### src/rtl/chord_note_player_pkg.sv
// Shared widths, rest code and FSM encoding for the song-reader / note-player pair.
// Latency: n/a (declarations only).
// Backpressure: n/a.
package player_defs;

    localparam int NOTE_WIDTH     = 6;
    localparam int DURATION_WIDTH = 6;
    localparam int METADATA_WIDTH = 3;

    localparam logic [NOTE_WIDTH-1:0] NOTE_REST = '0;

    typedef enum logic [1:0] {
        IDLE = 2'd0,
        LOAD = 2'd1,
        PLAY = 2'd2,
        DONE = 2'd3
    } state_t;

endpackage

### src/rtl/chord_note_player_if.sv
// Note handshake from the song reader plus the per-voice outputs to the generators.
// Latency: n/a (wiring only).
// Backpressure: note_done is the only flow control; the reader waits for it before the next new_note.
// master = song reader / voice consumers side, slave = chord_note_player.
interface chord_note_player_if;
    import player_defs::*;

    logic                      play;
    logic                      beat;
    logic                      new_note;
    logic [NOTE_WIDTH-1:0]     note1;
    logic [NOTE_WIDTH-1:0]     note2;
    logic [NOTE_WIDTH-1:0]     note3;
    logic [NOTE_WIDTH-1:0]     note4;
    logic [1:0]                num_notes;
    logic [DURATION_WIDTH-1:0] duration;
    logic [METADATA_WIDTH-1:0] metadata;
    logic                      note_done;
    logic                      busy;
    logic [4*NOTE_WIDTH-1:0]   voice_note;
    logic [3:0]                voice_en;
    logic [METADATA_WIDTH-1:0] voice_meta;
    logic [DURATION_WIDTH-1:0] beats_left;

    modport master (
        output play, beat, new_note, note1, note2, note3, note4, num_notes, duration, metadata,
        input  note_done, busy, voice_note, voice_en, voice_meta, beats_left
    );

    modport slave (
        input  play, beat, new_note, note1, note2, note3, note4, num_notes, duration, metadata,
        output note_done, busy, voice_note, voice_en, voice_meta, beats_left
    );

endinterface

### src/rtl/chord_note_player_beat_counter.sv
// Loadable beat down-counter with a "last beat" flag.
// Latency: load/decrement visible the cycle after the enabling edge.
// Backpressure: none; dec is ignored at zero so the count never wraps.
// Ports: clk, reset (async high), load/load_val, dec, count, last (count == 1).
module beat_counter
    import player_defs::*;
(
    input  logic                      clk,
    input  logic                      reset,
    input  logic                      load,
    input  logic [DURATION_WIDTH-1:0] load_val,
    input  logic                      dec,
    output logic [DURATION_WIDTH-1:0] count,
    output logic                      last
);

    always_ff @(posedge clk or posedge reset) begin
        if (reset) begin
            count <= '0;
        end else if (load) begin
            count <= load_val;
        end else if (dec && (count != '0)) begin
            count <= count - DURATION_WIDTH'(1);
        end
    end

    assign last = (count == DURATION_WIDTH'(1));

endmodule

### src/rtl/chord_note_player.sv
// Latches a chord on new_note and drives per-voice notes/enables for `duration` beats, then pulses note_done.
// Latency: LOAD one cycle after new_note; note_done the cycle after the last counted beat (2 cycles for duration 0).
// Backpressure: new_note is ignored outside IDLE; play low freezes the beat count and mutes all voices.
// Ports: clk, reset (async high), bus (chord_note_player_if.slave: handshake in, voice outputs out).
// Build option: ARTICULATION_GAP_EN mutes the voices during the final beat of chords of two or more beats.
module chord_note_player
    import player_defs::*;
(
    input  logic                 clk,
    input  logic                 reset,
    chord_note_player_if.slave   bus
);

    state_t state, state_nxt;

    logic [3:0][NOTE_WIDTH-1:0] notes_q;
    logic [1:0]                 num_q;
    logic [DURATION_WIDTH-1:0]  dur_q;
    logic [METADATA_WIDTH-1:0]  meta_q;

    logic                       latch;
    logic                       cnt_load;
    logic                       cnt_dec;
    logic [DURATION_WIDTH-1:0]  cnt;
    logic                       cnt_last;
    logic [3:0]                 voice_en_c;

    beat_counter u_beat_counter (
        .clk      (clk),
        .reset    (reset),
        .load     (cnt_load),
        .load_val (dur_q),
        .dec      (cnt_dec),
        .count    (cnt),
        .last     (cnt_last)
    );

    always_ff @(posedge clk or posedge reset) begin
        if (reset) begin
            state <= IDLE;
        end else begin
            state <= state_nxt;
        end
    end

    always_comb begin
        state_nxt = state;
        latch     = 1'b0;
        cnt_load  = 1'b0;
        cnt_dec   = 1'b0;
        case (state)
            IDLE: begin
                if (bus.new_note) begin
                    latch     = 1'b1;
                    state_nxt = LOAD;
                end
            end
            LOAD: begin
                // Any beat here is dropped: the load takes priority in the counter.
                cnt_load  = 1'b1;
                state_nxt = (dur_q == '0) ? DONE : PLAY;
            end
            PLAY: begin
                if (bus.beat && bus.play) begin
                    cnt_dec = 1'b1;
                    if (cnt_last) begin
                        state_nxt = DONE;
                    end
                end
            end
            DONE: begin
                state_nxt = IDLE;
            end
            default: begin
                state_nxt = IDLE;
            end
        endcase
    end

    // Chord fields stay latched through DONE/IDLE so downstream oscillators do not glitch.
    always_ff @(posedge clk or posedge reset) begin
        if (reset) begin
            notes_q <= '0;
            num_q   <= '0;
            dur_q   <= '0;
            meta_q  <= '0;
        end else if (latch) begin
            notes_q <= {bus.note4, bus.note3, bus.note2, bus.note1};
            num_q   <= bus.num_notes;
            dur_q   <= bus.duration;
            meta_q  <= bus.metadata;
        end
    end

    always_comb begin
        voice_en_c = '0;
        for (int i = 0; i < 4; i++) begin
            voice_en_c[i] = (state == PLAY) && bus.play && (2'(i) <= num_q)
                            && (notes_q[i] != NOTE_REST);
        end
`ifdef ARTICULATION_GAP_EN
        // Silence the final beat so repeated identical notes are heard as separate attacks.
        if (cnt_last && (dur_q >= DURATION_WIDTH'(2))) begin
            voice_en_c = '0;
        end
`endif
    end

    assign bus.note_done  = (state == DONE);
    assign bus.busy       = (state == LOAD) || (state == PLAY);
    assign bus.voice_note = notes_q;
    assign bus.voice_en   = voice_en_c;
    assign bus.voice_meta = meta_q;
    assign bus.beats_left = (state == PLAY) ? cnt : '0;

endmodule

### src/flat_wrapper.sv
// flat-port wrapper written by rule: the top's interface ports become plain ports
module chord_note_player_flat import player_defs::*;
  (clk, reset, bus_play, bus_beat, bus_new_note, bus_note1, bus_note2, bus_note3, bus_note4, bus_num_notes, bus_duration, bus_metadata, bus_note_done, bus_busy, bus_voice_note, bus_voice_en, bus_voice_meta, bus_beats_left);
  chord_note_player_if bus_i ();
  input  logic clk;
  input  logic reset;
  input wire logic [$bits(bus_i.play)-1:0] bus_play;
  input wire logic [$bits(bus_i.beat)-1:0] bus_beat;
  input wire logic [$bits(bus_i.new_note)-1:0] bus_new_note;
  input wire logic [$bits(bus_i.note1)-1:0] bus_note1;
  input wire logic [$bits(bus_i.note2)-1:0] bus_note2;
  input wire logic [$bits(bus_i.note3)-1:0] bus_note3;
  input wire logic [$bits(bus_i.note4)-1:0] bus_note4;
  input wire logic [$bits(bus_i.num_notes)-1:0] bus_num_notes;
  input wire logic [$bits(bus_i.duration)-1:0] bus_duration;
  input wire logic [$bits(bus_i.metadata)-1:0] bus_metadata;
  output wire logic [$bits(bus_i.note_done)-1:0] bus_note_done;
  output wire logic [$bits(bus_i.busy)-1:0] bus_busy;
  output wire logic [$bits(bus_i.voice_note)-1:0] bus_voice_note;
  output wire logic [$bits(bus_i.voice_en)-1:0] bus_voice_en;
  output wire logic [$bits(bus_i.voice_meta)-1:0] bus_voice_meta;
  output wire logic [$bits(bus_i.beats_left)-1:0] bus_beats_left;
  assign bus_i.play = bus_play;
  assign bus_i.beat = bus_beat;
  assign bus_i.new_note = bus_new_note;
  assign bus_i.note1 = bus_note1;
  assign bus_i.note2 = bus_note2;
  assign bus_i.note3 = bus_note3;
  assign bus_i.note4 = bus_note4;
  assign bus_i.num_notes = bus_num_notes;
  assign bus_i.duration = bus_duration;
  assign bus_i.metadata = bus_metadata;
  assign bus_note_done = bus_i.note_done;
  assign bus_busy = bus_i.busy;
  assign bus_voice_note = bus_i.voice_note;
  assign bus_voice_en = bus_i.voice_en;
  assign bus_voice_meta = bus_i.voice_meta;
  assign bus_beats_left = bus_i.beats_left;
  chord_note_player u_core (.clk(clk), .reset(reset), .bus(bus_i));
endmodule
### config.mk
export PLATFORM = sky130hd
export DESIGN_NAME = chord_note_player_flat
export DESIGN_NICKNAME = d
export VERILOG_FILES = /design/src/rtl/chord_note_player_pkg.sv /design/src/rtl/chord_note_player_if.sv /design/src/rtl/chord_note_player_beat_counter.sv /design/src/rtl/chord_note_player.sv /design/src/flat_wrapper.sv
export SDC_FILE = /design/constraint.sdc
export NUM_CORES = 1
export LEC_CHECK = 0
export CORE_AREA = 2 2 74 69
export CTS_BUF_LIST = sky130_fd_sc_hd__clkbuf_2
export CTS_CLUSTER_SIZE = 20
export DETAILED_ROUTE_END_ITERATION = 12
export DIE_AREA = 0 0 76 71
export PLACE_DENSITY = 0.83
export SKIP_LAST_GASP = 1
export SLEW_MARGIN = 40
export SYNTH_ARGS = -nofsm -noshare
export SYNTH_HDL_FRONTEND = slang
export SYNTH_SLANG_ARGS = --single-unit
### constraint.sdc
create_clock -name clk -period 2.6 [get_ports clk]
set_clock_uncertainty 0.15 [all_clocks]
set_input_delay 0.52 -clock clk [delete_from_list [all_inputs] [get_ports clk]]
set_output_delay 0.52 -clock clk [all_outputs]
set_load 0.1 [all_outputs]
# After elaboration in Yosys (flattened, before gate mapping)
# Index checks and enable logic that the tools add are counted.
[classes] reduce_logical=21 addsub=1 n_mux=13 eq_ne=7 div=0 bitwise=0 order_cmp=4 multipliers=0 n_shift=0
[ops] op="nonzero test 6 bit" count=5
[ops] op="2-to-1 mux 6 bit" count=3
[ops] op="logical AND 1 bit" count=11
[ops] op="case mux 2 bit (4 select lines)" count=1
[ops] op="== test 6 x 1 -> 1 bit, second input constant" count=1
[ops] op="zero test 6 bit" count=1
[ops] op="2-to-1 mux 1 bit" count=6
[ops] op="2-to-1 mux 2 bit" count=3
[ops] op="subtractor 6 x 1 -> 6 bit, second input constant" count=1
[ops] op="== test 2 bit, second input constant" count=2
[ops] op="less-or-equal comparator 1 x 2 -> 1 bit, first input constant" count=2
[ops] op="less-or-equal comparator 2 bit, first input constant" count=2
[ops] op="!= test 2 x 1 -> 1 bit, second input constant" count=2
[ops] op="AND reduction 3 bit" count=1
[ops] op="== test 2 x 1 -> 1 bit, second input constant" count=1
[ops] op="zero test 2 bit" count=1
[ops] op="!= test 2 bit, second input constant" count=1
[ops] op="nonzero test 2 bit" count=1
[ops] op="logical OR 1 bit" count=1
[word_totals] romBits=0 word_cells=55 memories=0 out_inout_bits=39 ram_bits=0 latchBits=0 inputBits=40 register_bits=43

# Longest topological paths before layout
# Gate-level depths: netlist (run 1).
[depth] word_depth=6 mapped_depth=6 mapped_depth_nobuf=6

# Hierarchy
# A second synthesis (run 1) with hierarchy kept.
[unflattened] hier_cells=163 area_unflattened_um2=2031.9
[modules_own_cells] module="chord_note_player" area_each_um2=1609.0 cells_each=115 n_inst=1 seq_area_each_um2=925.9
[modules_own_cells] module="beat_counter" area_each_um2=422.9 cells_each=48 n_inst=1 seq_area_each_um2=150.1

# Least setup slack after synthesis (run 1)
# No wires, ideal clock.
[synth_timing] path_type="register -> output" from="register u_core.notes_q (netlist bit u_core.bus.voice_note[20])" to="output port bus_voice_en[3]" path_slack_ns=-1.516 stages_incl_launch_ff=4 n_path_buf=0 arrival_ns=3.446 cell_sequence="dfrtp_1 -> or4_1 -> nor3_1 -> nor3b_1"
[synth_via] elab_chain_len=2
[synth_rtl] item="start: declaration" line_no="chord_note_player.sv:16" source="logic [3:0][NOTE_WIDTH-1:0] notes_q;"
[synth_rtl] item="start signal: assignment" line_no="chord_note_player.sv:88" source="notes_q <= {bus.note4, bus.note3, bus.note2, bus.note1};"
[synth_rtl] item="nonzero test 6 bit" line_no="chord_note_player.sv:99" source="&& (notes_q[i] != NOTE_REST);"
[synth_rtl] item="logical AND 1 bit" line_no="chord_note_player.sv:99"
[synth_rtl] item="end: declaration" line_no="flat_wrapper.sv:20" source="output wire logic [$bits(bus_i.voice_en)-1:0] bus_voice_en;"
# No other way between the ends.

# Worst setup path in the final report (run 1)
[layout_timing] from="register u_core.notes_q (netlist bit u_core.bus.voice_note[5])" to="output port bus_voice_en[0]"
# Same word-level chain as after synthesis.

==> impl_metrics.py, run 1 <==
metrics = {
    "drt": {
        "dr_wl_met2_mm": 2.294,
        "wl_met1_mm": 1.902,
        "routed_via_density": 5.126,
        "totalWireLength_mm": 4.592,
        "first_pass_iters": 4,
        "drc_errors": 0,
        "highest_layer": "met4",
        "wl_met3_um": 325,
        "num_vias": 1584,
        "first_iter_violations": 78,
        "ant_nets": 0,
        "wire_per_inst_um": 14.86,
    },
    "timing": {
        "slew_headroom_pct": 58.76,
        "period_share_pct": 97.29,
        "tightestPinTransition_ns": 0.6129,
        "grt_setup_unrepaired": "true",
        "hold_viol_final": 0,
        "finalSetupViolCount": 0,
        "tns_ns": 0,
        "drv_slew": 0,
        "fmax_mhz": 395.3,
        "period_minus_slack_ns": 2.530,
    },
    "worst_setup_path": {
        "arrival_ns": 1.86,
        "critPathLaunchType": "flop",
        "end_kind": "primary output",
        "critPathKind": "flop to primary output",
        "r2r_slack_ns": 0.49,
        "crit_fanout": 2,
        "cp.required_ns": 1.93,
    },
    "floorplanning": {
        "dieHeight_um": 71,
        "rows": 24,
        "initial_core_util_pct": 43.60,
        "io_pins": 79,
        "core_um2": 4654,
        "dieWidth_um": 76,
        "die_area_um2": 5396,
    },
    "grt": {
        "grt_max_degree": 36,
        "overflow": 0,
        "grt_pass1_vias": 1534,
        "antenna_found_initial": 0,
        "grt_usage_pct": 17.65,
        "grt_pass1_wl_mm": 7.507,
    },
    "final_layout": {
        "final_nets": 291,
        "layout_common_cells": "clkdlybuf4s50_1 (39), dfrtp_1 (39), mux2_2 (37), buf_4 (36), buf_12 (12)",
        "drive_above_1_share_pct": 45.49,
        "antennaDiodeCount": 0,
        "area_growth_pct": 53.82,
        "utilization_pct": 67.07,
    },
    "placement": {
        "globalplace.congestion": 0.7841,
        "hpwl_mm": 3.436,
        "portBuffers": 78,
    },
    "flow_run": {
        "maxCapViolations": 0,
    },
    "synthesis": {
        "yosysWarnings": 0,
        "synth_seq_area_share_pct": 53.02,
        "synth_fp_nets": 202,
        "syn_inst": 154,
        "syn-cell-area_um2": 2029,
        "yosysTopAreaCell": "dfrtp_1",
        "synthDistinctLibCells": 36,
        "ys_seq_elements": 43,
        "avgSynthCellArea_um2": 13.18,
        "synth_top_cells_by_area": "dfrtp_1 (53%), mux2_2 (21%), ha_1 (4.9%)",
        "yosysTopAreaCellShare_pct": 53.02,
    },
    "outcome": {
        "status": "finished, final reports clean",
    },
    "clock_tree": {
        "clk_path_buf_depth": 2,
        "clkSinkCount": 43,
        "htree_levels": 2,
        "path_clk_slew_ns": 0.23,
        "cts_root_buf": "clkbuf_2",
        "worst_skew_pair.late_latency_ns": 0.42,
        "cts_tree": "built",
        "numCtsBuffers": 5,
    },
    "min_path": {
        "hold_class": "input port to async pin",
    },
}
[synth_stat cells]
| cell | count |
|---|---|
| dfrtp_1 | 43 |
| mux2_1 | 2 |
| nor3b_1 | 1 |
| and2_1 | 5 |
| a211oi_2 | 1 |
| nand3_1 | 2 |
| o211ai_1 | 1 |
| nor2_1 | 5 |
| or2_1 | 1 |
| a221o_1 | 1 |
| xor2_1 | 1 |
| or4_1 | 3 |
| or3_1 | 1 |
| mux2_2 | 37 |
| a211oi_1 | 3 |
| xnor2_1 | 3 |
| a2bb2oi_1 | 1 |
| a21oi_2 | 1 |
| nor3_1 | 3 |
| o311a_1 | 1 |
| nand2_1 | 4 |
| inv_1 | 5 |
| nor4b_1 | 1 |
| nor3_2 | 1 |
| nand4_2 | 1 |
| and2_2 | 1 |
| ha_1 | 8 |
| nor4_1 | 2 |
| buf_2 | 3 |
| o21ai_1 | 3 |
| nor2b_1 | 1 |
| dlygate4sd1_1 | 1 |
| clkbuf_1 | 1 |
| nand4_1 | 1 |
| nor4_4 | 1 |
| a21oi_1 | 4 |
[logic make-up after synthesis]
kind of cell,Yosys count,synth area share (%)
flip-flops,43,53.02
multiplexers,39,21.64
AND/OR/NAND/NOR,34,10.73
AO/OA/AOI/OAI,16,5.672
buffers and inverters,10,2.281
adder cells (fa/ha/maj),8,4.932
XOR/XNOR,4,1.727
[sequential cells by signal (all words and copies together) (netlist names)]
register and flops:
u_core.bus.voice_note 24, u_core.dur_q 6, u_core.u_beat_counter.count 6, u_core.bus.voice_meta 3
u_core.num_q 2, u_core.state 2
[metrics by stage]
step / setup slack (ns) / instance area (um^2) / instances / hold WS [ns]
after floorplan: -0.06193 / 2071 / 154 / 0.3228
after global placement: 0.2121 / 2994 / 297 / 0.3414
after detailed placement: 0.2076 / 2994 / 297 / 0.3455
after CTS: -0.007226 / 3082 / 307 / 0.2293
after global routing: -0.02439 / 3122 / 309 / 0.2317
final: 0.07050 / 3122 / 309 / 0.2332
[cell type report]
| type | count | area [um^2] |
|---|---|---|
| Sequential cell | 43 | 1081 |
| Clock buffer | 5 | 25.02 |
| Inverter | 5 | 18.77 |
| Fill cell | 345 | 1533 |
| Timing Repair Buffer | 87 | 900.9 |
| Multi-Input combinational cell | 101 | 972.2 |
| Clock inverter | 3 | 42.54 |
| Tap cell | 65 | 81.33 |
[what timing repair did]
item                       in CTS  in global routing
hold endpoints to repair        0                  0
setup endpoints to repair       2                  6
resized for setup               1                  4
setup buffers                   2                  2
hold buffers                    0                  0
[metal layers]
layer	vias to the layer above	track usage (%)
met3	6	5.740
met4	0	5.051
met5	-	0
li1	738	-
met2	64	29.07
met1	776	22.64
[worst paths after layout]
path,from,to,cells after the start
setup reg to reg,u_core.state[0],u_core.u_beat_counter.count[5],7
hold / removal,reset,u_core.u_beat_counter.count[4],2
min in group clk,u_core.dur_q[3],u_core.u_beat_counter.count[3],2
hold reg to reg,u_core.dur_q[3],u_core.u_beat_counter.count[3],2
max in group asynchronous,reset,u_core.bus.voice_note[14],3
setup / recovery,u_core.bus.voice_note[5],bus_voice_en[0],3
[worst max-delay path: stages, from the launching register on]
cell	delay, ns
dfrtp_1	0.42
or4_4	0.54
o311a_4	0.33
buf_12	0.17
Power of run 1 is not shown: default switching activity piles up to over one toggle a cycle in this logic, so the estimate is an artifact.
==> run 2: changes to the inputs <==
--- a/config.mk
+++ b/config.mk
@@ -10,6 +10,7 @@
 export CTS_CLUSTER_SIZE = 20
 export DETAILED_ROUTE_END_ITERATION = 12
 export DIE_AREA = 0 0 76 71
+export GPL_TIMING_DRIVEN = 0
 export PLACE_DENSITY = 0.83
 export SKIP_LAST_GASP = 1
 export SLEW_MARGIN = 40
==> run 2 against run 1 <==
First-iteration DRC count fell by 56%. Sequential share of layout area rose by 2.3 points. Design area fell by 6.2%. Global-route usage fell by 1.3 points. Via count fell by 3.7%. Critical path depth did not move. Fmax barely moved. Largest cell class unchanged. Flip-flop and latch count did not move. Clock-buffer cell count rose by 1. Wire length fell by 7.8%. Hold slack improved by 0.11 ns.
==> impl_metrics.py, run 2 (synthesis results as in run 1) <==
metrics = {
    "grt": {
        "grt_usage_pct": 16.40,
        "grt_pass1_vias": 1511,
        "antenna_found_initial": 0,
        "grt_pass1_wl_mm": 7.003,
        "overflow": 0,
        "grt_max_degree": 44,
    },
    "worst_setup_path": {
        "critPathLaunchType": "flop",
        "reg2reg_depth": 5,
        "cp-endpoint": "bus_voice_en[0]",
        "arrival_ns": 1.86,
        "end_kind": "primary output",
        "r2r_slack_ns": 0.61,
        "timing.rr.end": "u_core.dur_q[5]",
        "critPathKind": "flop to primary output",
        "r2r_start": "u_core.state[1]",
        "crit_path_start": "u_core.bus.voice_note[5]",
        "crit_fanout": 2,
        "cp.required_ns": 1.93,
    },
    "drt": {
        "num_vias": 1525,
        "first_pass_iters": 4,
        "drc_errors": 0,
        "totalWireLength_mm": 4.236,
        "first_iter_violations": 34,
        "ant_nets": 0,
        "wire_per_inst_um": 13.62,
        "routed_via_density": 4.904,
    },
    "clock_tree": {
        "postCtsHoldBufs": 0,
        "cts_root_buf": "clkbuf_2",
        "clk_path_buf_depth": 2,
        "cts_tree": "built",
        "htree_levels": 2,
        "clkSinkCount": 43,
        "numCtsBuffers": 5,
        "path_clk_slew_ns": 0.20,
        "worst_skew_pair.late_latency_ns": 0.40,
    },
    "floorplanning": {
        "dieWidth_um": 76,
        "core_um2": 4654,
        "die_area_um2": 5396,
        "io_pins": 79,
        "dieHeight_um": 71,
        "initial_core_util_pct": 43.60,
        "rows": 24,
    },
    "placement": {
        "post-place-ws_ns": -0.1533,
        "hpwl_mm": 3.199,
        "globalplace.congestion": 0.7423,
        "portBuffers": 78,
    },
    "timing": {
        "whs_ns": 0.3408,
        "period_minus_slack_ns": 2.527,
        "drv_slew": 0,
        "grt_setup_unrepaired": "true",
        "tns_ns": 0,
        "fmax_mhz": 395.7,
        "hold_viol_final": 0,
        "tightestPinTransition_ns": 0.5807,
        "slew_headroom_pct": 60.93,
        "period_share_pct": 97.21,
        "finalSetupViolCount": 0,
        "fin_ws_ns": 0.07266,
    },
    "flow_run": {
        "maxCapViolations": 0,
    },
    "final_layout": {
        "drive_above_1_share_pct": 46.34,
        "layout_common_cells": "clkdlybuf4s50_1 (39), dfrtp_1 (39), buf_2 (38), mux2_2 (37), ha_1 (7)",
        "final_nets": 293,
        "fillers": 400,
        "utilization_pct": 62.93,
        "largest_reg_flops": 24,
        "area_growth_pct": 44.33,
        "antennaDiodeCount": 0,
    },
    "outcome": {
        "status": "finished, final reports clean",
    },
    "min_path": {
        "hold_class": "input port to async pin",
    },
}
run 2: changes by cell type in the layout (fill, tap and decap cells not counted), sizes merged:
cell         delta
inv             -1
clkinv          +1
bufinv          -1
dlygate4sd1     +1
clkbuf          +2
run 2: area by class of cell:
type                    instances  area (um^2)  area share, %
plain buffers                   5        37.54          1.282
clock buffers                   6        30.03          1.025
clock inverters                 2        8.758         0.2990
inverters                       5        21.27         0.7262
multi-input cells             101        996.0          34.00
flip-flops and latches         43         1081          36.91
well taps                      65        81.33          2.777
repair buffers                 84        673.1          22.98
run 2: worst min path at each step:
stage | from | to | slack [ns]
final | reset | u_core.bus.voice_note[15] | 0.34
after CTS | reset | u_core.bus.voice_note[15] | 0.33
after global routing | reset | u_core.bus.voice_note[15] | 0.34
after floorplan | u_core.dur_q[3] | u_core.u_beat_counter.count[3] | 0.32
after detailed placement | u_core.bus.voice_meta[1] | u_core.bus.voice_meta[1] | 0.34
after global placement | u_core.bus.voice_meta[2] | u_core.bus.voice_meta[2] | 0.34
run 2: timing repair:
item | 4_1_cts | 5_1_grt
cloned | 0 | 0
pin swaps | 1 | 2
setup buffers | 2 | 4
gates resized for setup | 14 | 10
setup endpoints to repair | 10 | 10
run 2: per-stage QoR:
step / std cells / cell area, um^2
final: 311 / 2929
after CTS: 307 / 2844
after detailed placement: 297 / 2740
after floorplan: 154 / 2071
after global placement: 297 / 2933
after global routing: 311 / 2929
run 2: metal layers:
metal  global-route usage [%]  routed length (um)
met1                    21.17                1832
met2                    26.39                2035
met3                    5.485                 306
met4                    5.455                  61
met5                        0                   0
run 2: worst max-delay path, cell delays in order, from the launching register on:
cell	delay, ns
dfrtp_1	0.43
or4_4	0.54
o311a_4	0.33
buf_12	0.17
Power of run 2 is left out for the same reason.
==> run 3: changes to the inputs <==
--- a/config.mk
+++ b/config.mk
@@ -5,6 +5,7 @@
 export SDC_FILE = /design/constraint.sdc
 export NUM_CORES = 1
 export LEC_CHECK = 0
+export CAP_MARGIN = 10
 export CORE_AREA = 2 2 74 69
 export CTS_BUF_LIST = sky130_fd_sc_hd__clkbuf_2
 export CTS_CLUSTER_SIZE = 20
==> results of run 3 <==
Final layout, timing and power as in run 2 (identical DEF).
Power of run 3 is left out for the same reason.
